$ cat src/rtl/dmem_arbiter_if.sv
// Bundle of CPU, loader and RAM signals around the data-memory arbiter.
// conflict_cnt exists only when DMEM_ARB_STATS_EN is defined.
interface dmem_arbiter_if #(
  parameter int AW = 8,
  parameter int DW = 16
);
  logic          cpu_req;
  logic          cpu_we;
  logic [AW-1:0] cpu_addr;
  logic [DW-1:0] cpu_wdata;
  logic          cpu_ack;
  logic [DW-1:0] cpu_rdata;
  logic          cpu_stall;

  logic          ldr_req;
  logic          ldr_we;
  logic [AW-1:0] ldr_addr;
  logic [DW-1:0] ldr_wdata;
  logic          ldr_ack;
  logic [DW-1:0] ldr_rdata;

  logic          mem_en;
  logic          mem_we;
  logic [AW-1:0] mem_addr;
  logic [DW-1:0] mem_wdata;
  logic [DW-1:0] mem_rdata;
`ifdef DMEM_ARB_STATS_EN
  logic [15:0]   conflict_cnt;
`endif

  // Arbiter side
  modport slave (
    input  cpu_req, cpu_we, cpu_addr, cpu_wdata,
    output cpu_ack, cpu_rdata, cpu_stall,
    input  ldr_req, ldr_we, ldr_addr, ldr_wdata,
    output ldr_ack, ldr_rdata,
    output mem_en, mem_we, mem_addr, mem_wdata,
    input  mem_rdata
`ifdef DMEM_ARB_STATS_EN
    , output conflict_cnt
`endif
  );

  // Requester / RAM side
  modport master (
    output cpu_req, cpu_we, cpu_addr, cpu_wdata,
    input  cpu_ack, cpu_rdata, cpu_stall,
    output ldr_req, ldr_we, ldr_addr, ldr_wdata,
    input  ldr_ack, ldr_rdata,
    input  mem_en, mem_we, mem_addr, mem_wdata,
    output mem_rdata
`ifdef DMEM_ARB_STATS_EN
    , input conflict_cnt
`endif
  );
endinterface

$ cat src/rtl/dmem_arbiter.sv
// Two-port (CPU / loader) arbiter for the single-ported data RAM: ISSUE then RESP per access.
// Define DMEM_ARB_STATS_EN to add the saturating conflict_cnt statistic.
module dmem_arbiter #(
  parameter int AW       = 8,
  parameter int DW       = 16,
  parameter int MAX_WAIT = 4
) (
  input  logic          clk,
  input  logic          reset,
  dmem_arbiter_if.slave bus
);
  typedef enum logic [1:0] {IDLE, ISSUE, RESP} state_t;

  localparam logic [3:0] MAX_WAIT_L = 4'(MAX_WAIT);

  state_t        state_reg, state_next;
  logic          owner_reg, owner_next;   // 0 = CPU, 1 = loader
  logic          we_reg, we_next;
  logic [AW-1:0] addr_reg, addr_next;
  logic [DW-1:0] wdata_reg, wdata_next;
  logic [3:0]    wait_reg, wait_next;

  logic arb_point;
  logic any_req;
  logic both_req;
  logic ldr_wins;
  logic rd_done;
  logic cpu_ack;
  logic ldr_ack;

  assign arb_point = (state_reg == IDLE) || (state_reg == RESP);
  assign any_req   = bus.cpu_req | bus.ldr_req;
  assign both_req  = bus.cpu_req & bus.ldr_req;
  // Loader wins when alone, or when it has lost MAX_WAIT times in a row
  assign ldr_wins  = bus.ldr_req & (~bus.cpu_req | (wait_reg == MAX_WAIT_L));
  assign rd_done   = (state_reg == RESP) && !we_reg;

  always_ff @(posedge clk) begin
    if (reset) begin
      state_reg <= IDLE;
      owner_reg <= 1'b0;
      we_reg    <= 1'b0;
      addr_reg  <= '0;
      wdata_reg <= '0;
      wait_reg  <= '0;
    end else begin
      state_reg <= state_next;
      owner_reg <= owner_next;
      we_reg    <= we_next;
      addr_reg  <= addr_next;
      wdata_reg <= wdata_next;
      wait_reg  <= wait_next;
    end
  end

  always_comb begin
    state_next = state_reg;
    owner_next = owner_reg;
    we_next    = we_reg;
    addr_next  = addr_reg;
    wdata_next = wdata_reg;
    wait_next  = wait_reg;
    unique case (state_reg)
      ISSUE: state_next = RESP;
      default: begin
        if (any_req) begin
          state_next = ISSUE;
          owner_next = ldr_wins;
          if (ldr_wins) begin
            we_next    = bus.ldr_we;
            addr_next  = bus.ldr_addr;
            wdata_next = bus.ldr_wdata;
            wait_next  = '0;
          end else begin
            we_next    = bus.cpu_we;
            addr_next  = bus.cpu_addr;
            wdata_next = bus.cpu_wdata;
            if (both_req) wait_next = wait_reg + 4'd1;
          end
        end else begin
          state_next = IDLE;
        end
      end
    endcase
  end

  // Per-requester read-data registers; index 0 = CPU, 1 = loader
  for (genvar gi = 0; gi < 2; gi++) begin : g_rdata
    logic [DW-1:0] rdata_reg;
    logic          load;
    assign load = rd_done && (owner_reg == 1'(gi));
    always_ff @(posedge clk) begin
      if (reset)     rdata_reg <= '0;
      else if (load) rdata_reg <= bus.mem_rdata;
    end
  end

  assign cpu_ack       = (state_reg == RESP) && !owner_reg;
  assign ldr_ack       = (state_reg == RESP) &&  owner_reg;
  assign bus.cpu_ack   = cpu_ack;
  assign bus.ldr_ack   = ldr_ack;
  assign bus.cpu_rdata = g_rdata[0].rdata_reg;
  assign bus.ldr_rdata = g_rdata[1].rdata_reg;
  assign bus.cpu_stall = bus.cpu_req & ~cpu_ack;

  assign bus.mem_en    = (state_reg == ISSUE);
  assign bus.mem_we    = (state_reg == ISSUE) && we_reg;
  assign bus.mem_addr  = addr_reg;
  assign bus.mem_wdata = wdata_reg;

`ifdef DMEM_ARB_STATS_EN
  logic [15:0] conflict_reg;
  always_ff @(posedge clk) begin
    if (reset)
      conflict_reg <= '0;
    else if (arb_point && both_req && (conflict_reg != 16'hFFFF))
      conflict_reg <= conflict_reg + 16'd1;
  end
  assign bus.conflict_cnt = conflict_reg;
`endif

  a_wait_bound: assert property (@(posedge clk) wait_reg <= MAX_WAIT_L);
  a_one_ack:    assert property (@(posedge clk) !(cpu_ack && ldr_ack));
endmodule

$ cat src/flat_wrapper.sv
// flat-port wrapper written by rule: the top's interface ports become plain ports
module dmem_arbiter_flat 
#(
  parameter int AW       = 8,
  parameter int DW       = 16,
  parameter int MAX_WAIT = 4
)
  (clk, reset, bus_cpu_req, bus_cpu_we, bus_cpu_addr, bus_cpu_wdata, bus_cpu_ack, bus_cpu_rdata, bus_cpu_stall, bus_ldr_req, bus_ldr_we, bus_ldr_addr, bus_ldr_wdata, bus_ldr_ack, bus_ldr_rdata, bus_mem_en, bus_mem_we, bus_mem_addr, bus_mem_wdata, bus_mem_rdata);
  dmem_arbiter_if #(.AW(AW), .DW(DW)) bus_i ();
  input  logic clk;
  input  logic reset;
  input wire logic [$bits(bus_i.cpu_req)-1:0] bus_cpu_req;
  input wire logic [$bits(bus_i.cpu_we)-1:0] bus_cpu_we;
  input wire logic [$bits(bus_i.cpu_addr)-1:0] bus_cpu_addr;
  input wire logic [$bits(bus_i.cpu_wdata)-1:0] bus_cpu_wdata;
  output wire logic [$bits(bus_i.cpu_ack)-1:0] bus_cpu_ack;
  output wire logic [$bits(bus_i.cpu_rdata)-1:0] bus_cpu_rdata;
  output wire logic [$bits(bus_i.cpu_stall)-1:0] bus_cpu_stall;
  input wire logic [$bits(bus_i.ldr_req)-1:0] bus_ldr_req;
  input wire logic [$bits(bus_i.ldr_we)-1:0] bus_ldr_we;
  input wire logic [$bits(bus_i.ldr_addr)-1:0] bus_ldr_addr;
  input wire logic [$bits(bus_i.ldr_wdata)-1:0] bus_ldr_wdata;
  output wire logic [$bits(bus_i.ldr_ack)-1:0] bus_ldr_ack;
  output wire logic [$bits(bus_i.ldr_rdata)-1:0] bus_ldr_rdata;
  output wire logic [$bits(bus_i.mem_en)-1:0] bus_mem_en;
  output wire logic [$bits(bus_i.mem_we)-1:0] bus_mem_we;
  output wire logic [$bits(bus_i.mem_addr)-1:0] bus_mem_addr;
  output wire logic [$bits(bus_i.mem_wdata)-1:0] bus_mem_wdata;
  input wire logic [$bits(bus_i.mem_rdata)-1:0] bus_mem_rdata;
  assign bus_i.cpu_req = bus_cpu_req;
  assign bus_i.cpu_we = bus_cpu_we;
  assign bus_i.cpu_addr = bus_cpu_addr;
  assign bus_i.cpu_wdata = bus_cpu_wdata;
  assign bus_cpu_ack = bus_i.cpu_ack;
  assign bus_cpu_rdata = bus_i.cpu_rdata;
  assign bus_cpu_stall = bus_i.cpu_stall;
  assign bus_i.ldr_req = bus_ldr_req;
  assign bus_i.ldr_we = bus_ldr_we;
  assign bus_i.ldr_addr = bus_ldr_addr;
  assign bus_i.ldr_wdata = bus_ldr_wdata;
  assign bus_ldr_ack = bus_i.ldr_ack;
  assign bus_ldr_rdata = bus_i.ldr_rdata;
  assign bus_mem_en = bus_i.mem_en;
  assign bus_mem_we = bus_i.mem_we;
  assign bus_mem_addr = bus_i.mem_addr;
  assign bus_mem_wdata = bus_i.mem_wdata;
  assign bus_i.mem_rdata = bus_mem_rdata;
  dmem_arbiter #(.AW(AW), .DW(DW), .MAX_WAIT(MAX_WAIT)) u_core (.clk(clk), .reset(reset), .bus(bus_i));
endmodule
$ cat config.mk
export PLATFORM = sky130hd
export DESIGN_NAME = dmem_arbiter_flat
export DESIGN_NICKNAME = d
export VERILOG_FILES = /design/src/rtl/dmem_arbiter_if.sv /design/src/rtl/dmem_arbiter.sv /design/src/flat_wrapper.sv
export SDC_FILE = /design/constraint.sdc
export NUM_CORES = 1
export LEC_CHECK = 0
export CAP_MARGIN = 20
export CORE_ASPECT_RATIO = 0.9
export CORE_MARGIN = 8
export CORE_UTILIZATION = 40
export CTS_CLUSTER_SIZE = 14
export DETAILED_ROUTE_END_ITERATION = 8
export MAX_ROUTING_LAYER = met4
export PLACE_DENSITY = 0.79
export SLEW_MARGIN = 20
export SYNTH_ARGS = -nofsm -noshare
export SYNTH_HDL_FRONTEND = slang
export SYNTH_SLANG_ARGS = --single-unit
$ cat constraint.sdc
create_clock -name clk -period 1.9 [get_ports clk]
set_input_delay 0.38 -clock clk [delete_from_list [all_inputs] [get_ports clk]]
set_output_delay 0.38 -clock clk [all_outputs]
set_load 0.05 [all_outputs]
* Yosys cells after proc, flatten, opt, wreduce, memory -nomap -nowiden
Cells that the tools add are included.
Cells by class: add/sub/neg operators 1, equal/unequal tests 3, mux-type cells 7, bitwise operators 9, reduce and logical (&&, ||, !) cells 12
Operators by type and width (number):
- 2-to-1 mux 16 bit | 1
- 2-to-1 mux 4 bit | 2
- 2-to-1 mux 8 bit | 1
- logical AND 1 bit | 6
- adder 4 x 1 -> 4 bit (second input constant) | 1
- == test 4 x 3 -> 1 bit (second input constant) | 1
- inverter 1 bit | 4
- AND 1 bit | 3
- AND reduction 3 bit | 1
- == test 2 x 1 -> 1 bit (second input constant) | 1
- == test 2 bit (second input constant) | 1
- logical NOT 1 bit | 2
- 2-to-1 mux 1 bit | 2
- 2-to-1 mux 2 bit | 1
- bitwise OR 1 bit | 2
- AND reduction 2 bit | 1
- nonzero test 2 bit | 1
- OR reduction 2 bit | 1
Storage, ports and cells: flip-flop bits (word level) 64, bits of input ports 70, output and inout port bits 61, word-level logic and storage cells 41

* Logic depth before layout (Yosys ltp)
word-level depth 5, gate-level depth with buffers 8, gate-level depth less buffers 6

* Least setup slack after synthesis
Ideal clock, no wire load.
path kind reg-to-output, start register u_core.state_reg[0], end output bus_cpu_stall, arrival time 1647 ps, data required time 1520 ps, path slack -127 ps, stages on the path, launching flop included 4, path buffers 0, path through dfxtp_1 -> nand2b_1 -> nor2_1 -> nor2b_1
Between the ends: cells in the longest elaborated chain, start to end 4
RTL lines:
- start: declaration | line dmem_arbiter.sv:16 | state_t state_reg, state_next;
- start signal: assignment | line dmem_arbiter.sv:47 | state_reg <= state_next;
- == test 2 bit
- logical AND 1 bit | line dmem_arbiter.sv:98 | assign cpu_ack = (state_reg == RESP) && !owner_reg;
- via bus_cpu_ack | line flat_wrapper.sv:16 | output wire logic [$bits(bus_i.cpu_ack)-1:0] bus_cpu_ack;
- inverter 1 bit | line dmem_arbiter.sv:104 | assign bus.cpu_stall = bus.cpu_req & ~cpu_ack;
- AND 1 bit | line dmem_arbiter.sv:104
- end: declaration | line flat_wrapper.sv:18 | output wire logic [$bits(bus_i.cpu_stall)-1:0] bus_cpu_stall;
The timed path passes the listed nets, and every way through them passes these cells.

* Worst setup path after layout
start register u_core.g_rdata[1].rdata_reg[0], in the netlist u_core.bus.ldr_rdata[0], end output bus_ldr_rdata[0]
RTL lines:
- start: declaration | line dmem_arbiter.sv:89 | logic [DW-1:0] rdata_reg;
- start signal: assignment | line dmem_arbiter.sv:94 | else if (load) rdata_reg <= bus.mem_rdata;
- end: declaration | line flat_wrapper.sv:24 | output wire logic [$bits(bus_i.ldr_rdata)-1:0] bus_ldr_rdata;
No word-level cell between the ends.

==> out/qor.yml <==
status:
  status: "completed"
power_and_ir_drop:
  clkPwrFrac_pct: 32.6
  leakagePower_nw: 1.826
  p_seq_share_pct: 42.9
  comb_power_share_pct: 24.5
  swShare_pct: 29.71
  internal-power_mw: 2.390
  p_per_area_nw_per_um2: 803.7
  vdd_drop_max_mv: 0.3963
  switching_power_mw: 1.010
timing:
  setup_viol: 0
  finalCriticalPeriod_ns: 1.875
  slew_headroom_pct: 61.06
  hold_viol: 0
  rsz0062_at_grt: "no"
  timing.final.crit_share_pct: 98.66
  worst_slew_pin_slew_ns: 0.5841
  tns_ns: 0
  skew_ns: 0.007640
  maxSlewViolCount: 0
  fin_ws_ns: 0.02545
  fmax_mhz: 533.5
synth:
  syn_area_per_cell_um2: 7.955
  syn_area_um2: 2601
  ys_ff_latch: 64
  yosysWarnings: 0
  synth.area.top_cells: "dfxtp_1, nand2_1, a21oi_1, a211oi_1, nor2_1"
  yosysTopAreaCell: "dfxtp_1"
  ys_seq_area_share_pct: 49.25
  synth_nets: 399
  syn_inst: 327
  yosys.cell_types.count: 32
  synth_top_cell_area_share_pct: 49.25
critical_path:
  r2r_cells: 6
  path_max_fanout: 2
  critPathRequiredTime_ns: 1.52
  critPathLaunchType: "flop"
  crit_chain: "clkdlybuf4s50_1"
  cp_top_family: "buffers and inverters"
  cp.arrival_ns: 1.49
  cp_num_buf_inv: 1
  crit_slowest_cell: "clkdlybuf4s50_1"
  critPathCaptureType: "output port"
  r2r_slack_ns: 0.29
  cp-startpoint: "u_core.bus.ldr_rdata[0]"
  timing.rr.end: "u_core.wait_reg[3]"
  reg2reg_from: "u_core.wait_reg[0]"
  critPathKind: "flop to output port"
  slowest_delay_ns: 0.81
die:
  num_rows: 28
  core_um2: 6446
  initial_core_util_pct: 40.35
  top_level_ports: 131
  die-area_um2: 9343
  die_h_um: 92.51
  die_w_um: 101.0
clock_network:
  cts_buffers: 9
  clkLatencyLatePin_ns: 0.33
  clk_path_buf_depth: 2
  cts_tree: "yes"
  clk_pin_slew_worst_paths_ns: 0.07
  cts_root_buf: "clkbuf_8"
  post_cts_buffers: 0
  clock_sinks: 64
  htreeDepth: 3
global_route:
  antenna_found_initial: 0
  grt_pass1_vias: 2650
  grt_pass1_wl_um: 12790
  grt_max_degree: 40
  grt-ovfl-total: 0
  track_usage_pct: 17.69
drt:
  drt-pass1-iter-count: 5
  wl_per_cell_um: 14.84
  drtIter0Drc: 64
  vias: 2709
  vias_per_cell: 4.943
  ant_nets: 0
  drc: 0
  wl_um: 8135
job:
  cap_viol_max_count: 0
cells_and_area:
  insertedDiodeCount: 0
  drive_above_1_share_pct: 13.32
  seq_area_um2: 1281
  num-fill-cells: 562
  final_common_cell: "nand2_1"
  area_growth_pct: 62.67
  multi_input_area_um2: 1186
  final_cell_mix: "nand2_1, clkdlybuf4s50_1, dfxtp_1, a21oi_1, nor2_1"
  nNetsFinal: 526
placement:
  pre_cts_slack_ns: 0.04583
  place_hpwl_um: 6122
  place.gp.congestion: 0.8509
  port_buffers: 130
worst_hold_path:
  hp-class: "flop to flop"
  whs_path_depth: 2
  worst_hold_path.endpoint: "u_core.bus.ldr_rdata[6]"
  min-delay-start: "u_core.bus.ldr_rdata[6]"
==> power by group through the flow <==
stage / clock network, mW / registers (mW) / logic, mW
2_1_floorplan: 0 / 1.71 / 0.244
3_3_place_gp: 0 / 1.49 / 0.827
3_5_place_dp: 0 / 1.49 / 0.838
4_1_cts: 1.15 / 1.46 / 0.838
5_1_grt: 1.19 / 1.47 / 0.885
6_report: 1.11 / 1.46 / 0.832
==> repair_timing <==
action                                 4_1_cts  5_1_grt
endpoints found under the hold margin        0        0
gates resized for setup                      1       12
hold buffers                                 0        0
setup endpoints to repair                    1       12
pin swaps                                    0        0
==> synthesized netlist by cell type (all sizes together) <==
| cell | count |
|---|---|
| a211oi | 25 |
| a21bo | 1 |
| a21boi | 1 |
| a21oi | 60 |
| a22oi | 1 |
| a31oi | 1 |
| and2 | 2 |
| buf | 17 |
| clkbuf | 6 |
| dfxtp | 64 |
| ha | 2 |
| inv | 4 |
| nand2 | 94 |
| nand2b | 2 |
| nand3 | 2 |
| nand3b | 1 |
| nand4 | 1 |
| nand4b | 1 |
| nor2 | 30 |
| nor2b | 2 |
| nor3 | 2 |
| nor3b | 1 |
| o21a | 1 |
| o21ai | 2 |
| or3 | 3 |
| or4 | 1 |
==> cell families after synthesis <==
kind of cell             Yosys count  share of synthesized area (%)
flip-flops                        64                          49.25
AO/OA/AOI/OAI                     92                          21.21
buffers and inverters             27                          5.242
AND/OR/NAND/NOR                  142                          23.33
adder cells (fa/ha/maj)            2                         0.9618
==> per-stage QoR <==
stage	area, um2	cells	util, %	power (mW)	hold WS (ns)
finish	4232	548	65.64	3.401	0.4537
floorplan	2604	327	-	1.955	0.4616
global route	4232	548	65.64	3.548	0.4650
global placement	4016	533	62.31	2.313	0.4410
detailed placement	4016	533	62.31	2.326	0.4459
CTS	4202	548	65.18	3.444	0.4547
==> routing by layer <==
metal | routed length [um] | up-vias | track usage (%) | share of wire (%)
met3 | 700 | 11 | 5.172 | 8.6
met1 | 3616 | 1219 | 21.02 | 44
li1 | - | 1349 | - | -
met5 | 0 | - | - | 0
met2 | 3692 | 130 | 27.29 | 45
met4 | 125 | 0 | 7.559 | 1.5
==> cell type report <==
type	instances	area share, %
Clock buffer	11	3.341
Clock inverter	4	1.064
Inverter	4	0.3548
Multi-Input combinational cell	236	28.03
Sequential cell	64	30.28
Tap cell	90	2.661
Timing Repair Buffer	139	34.27
==> worst max path at each step <==
stage / to / slack (ns) / cells after the start
2_1_floorplan: bus_cpu_stall / 0.08 / 3
3_3_place_gp: u_core.wait_reg[3] / 0.12 / 4
3_5_place_dp: u_core.bus.mem_wdata[15] / 0.05 / 5
4_1_cts: bus_mem_wdata[15] / 0.003 / 1
5_1_grt: bus_ldr_rdata[0] / 0.0005 / 1
6_report: bus_ldr_rdata[0] / 0.03 / 1
Power figures use the tool's default switching activity.
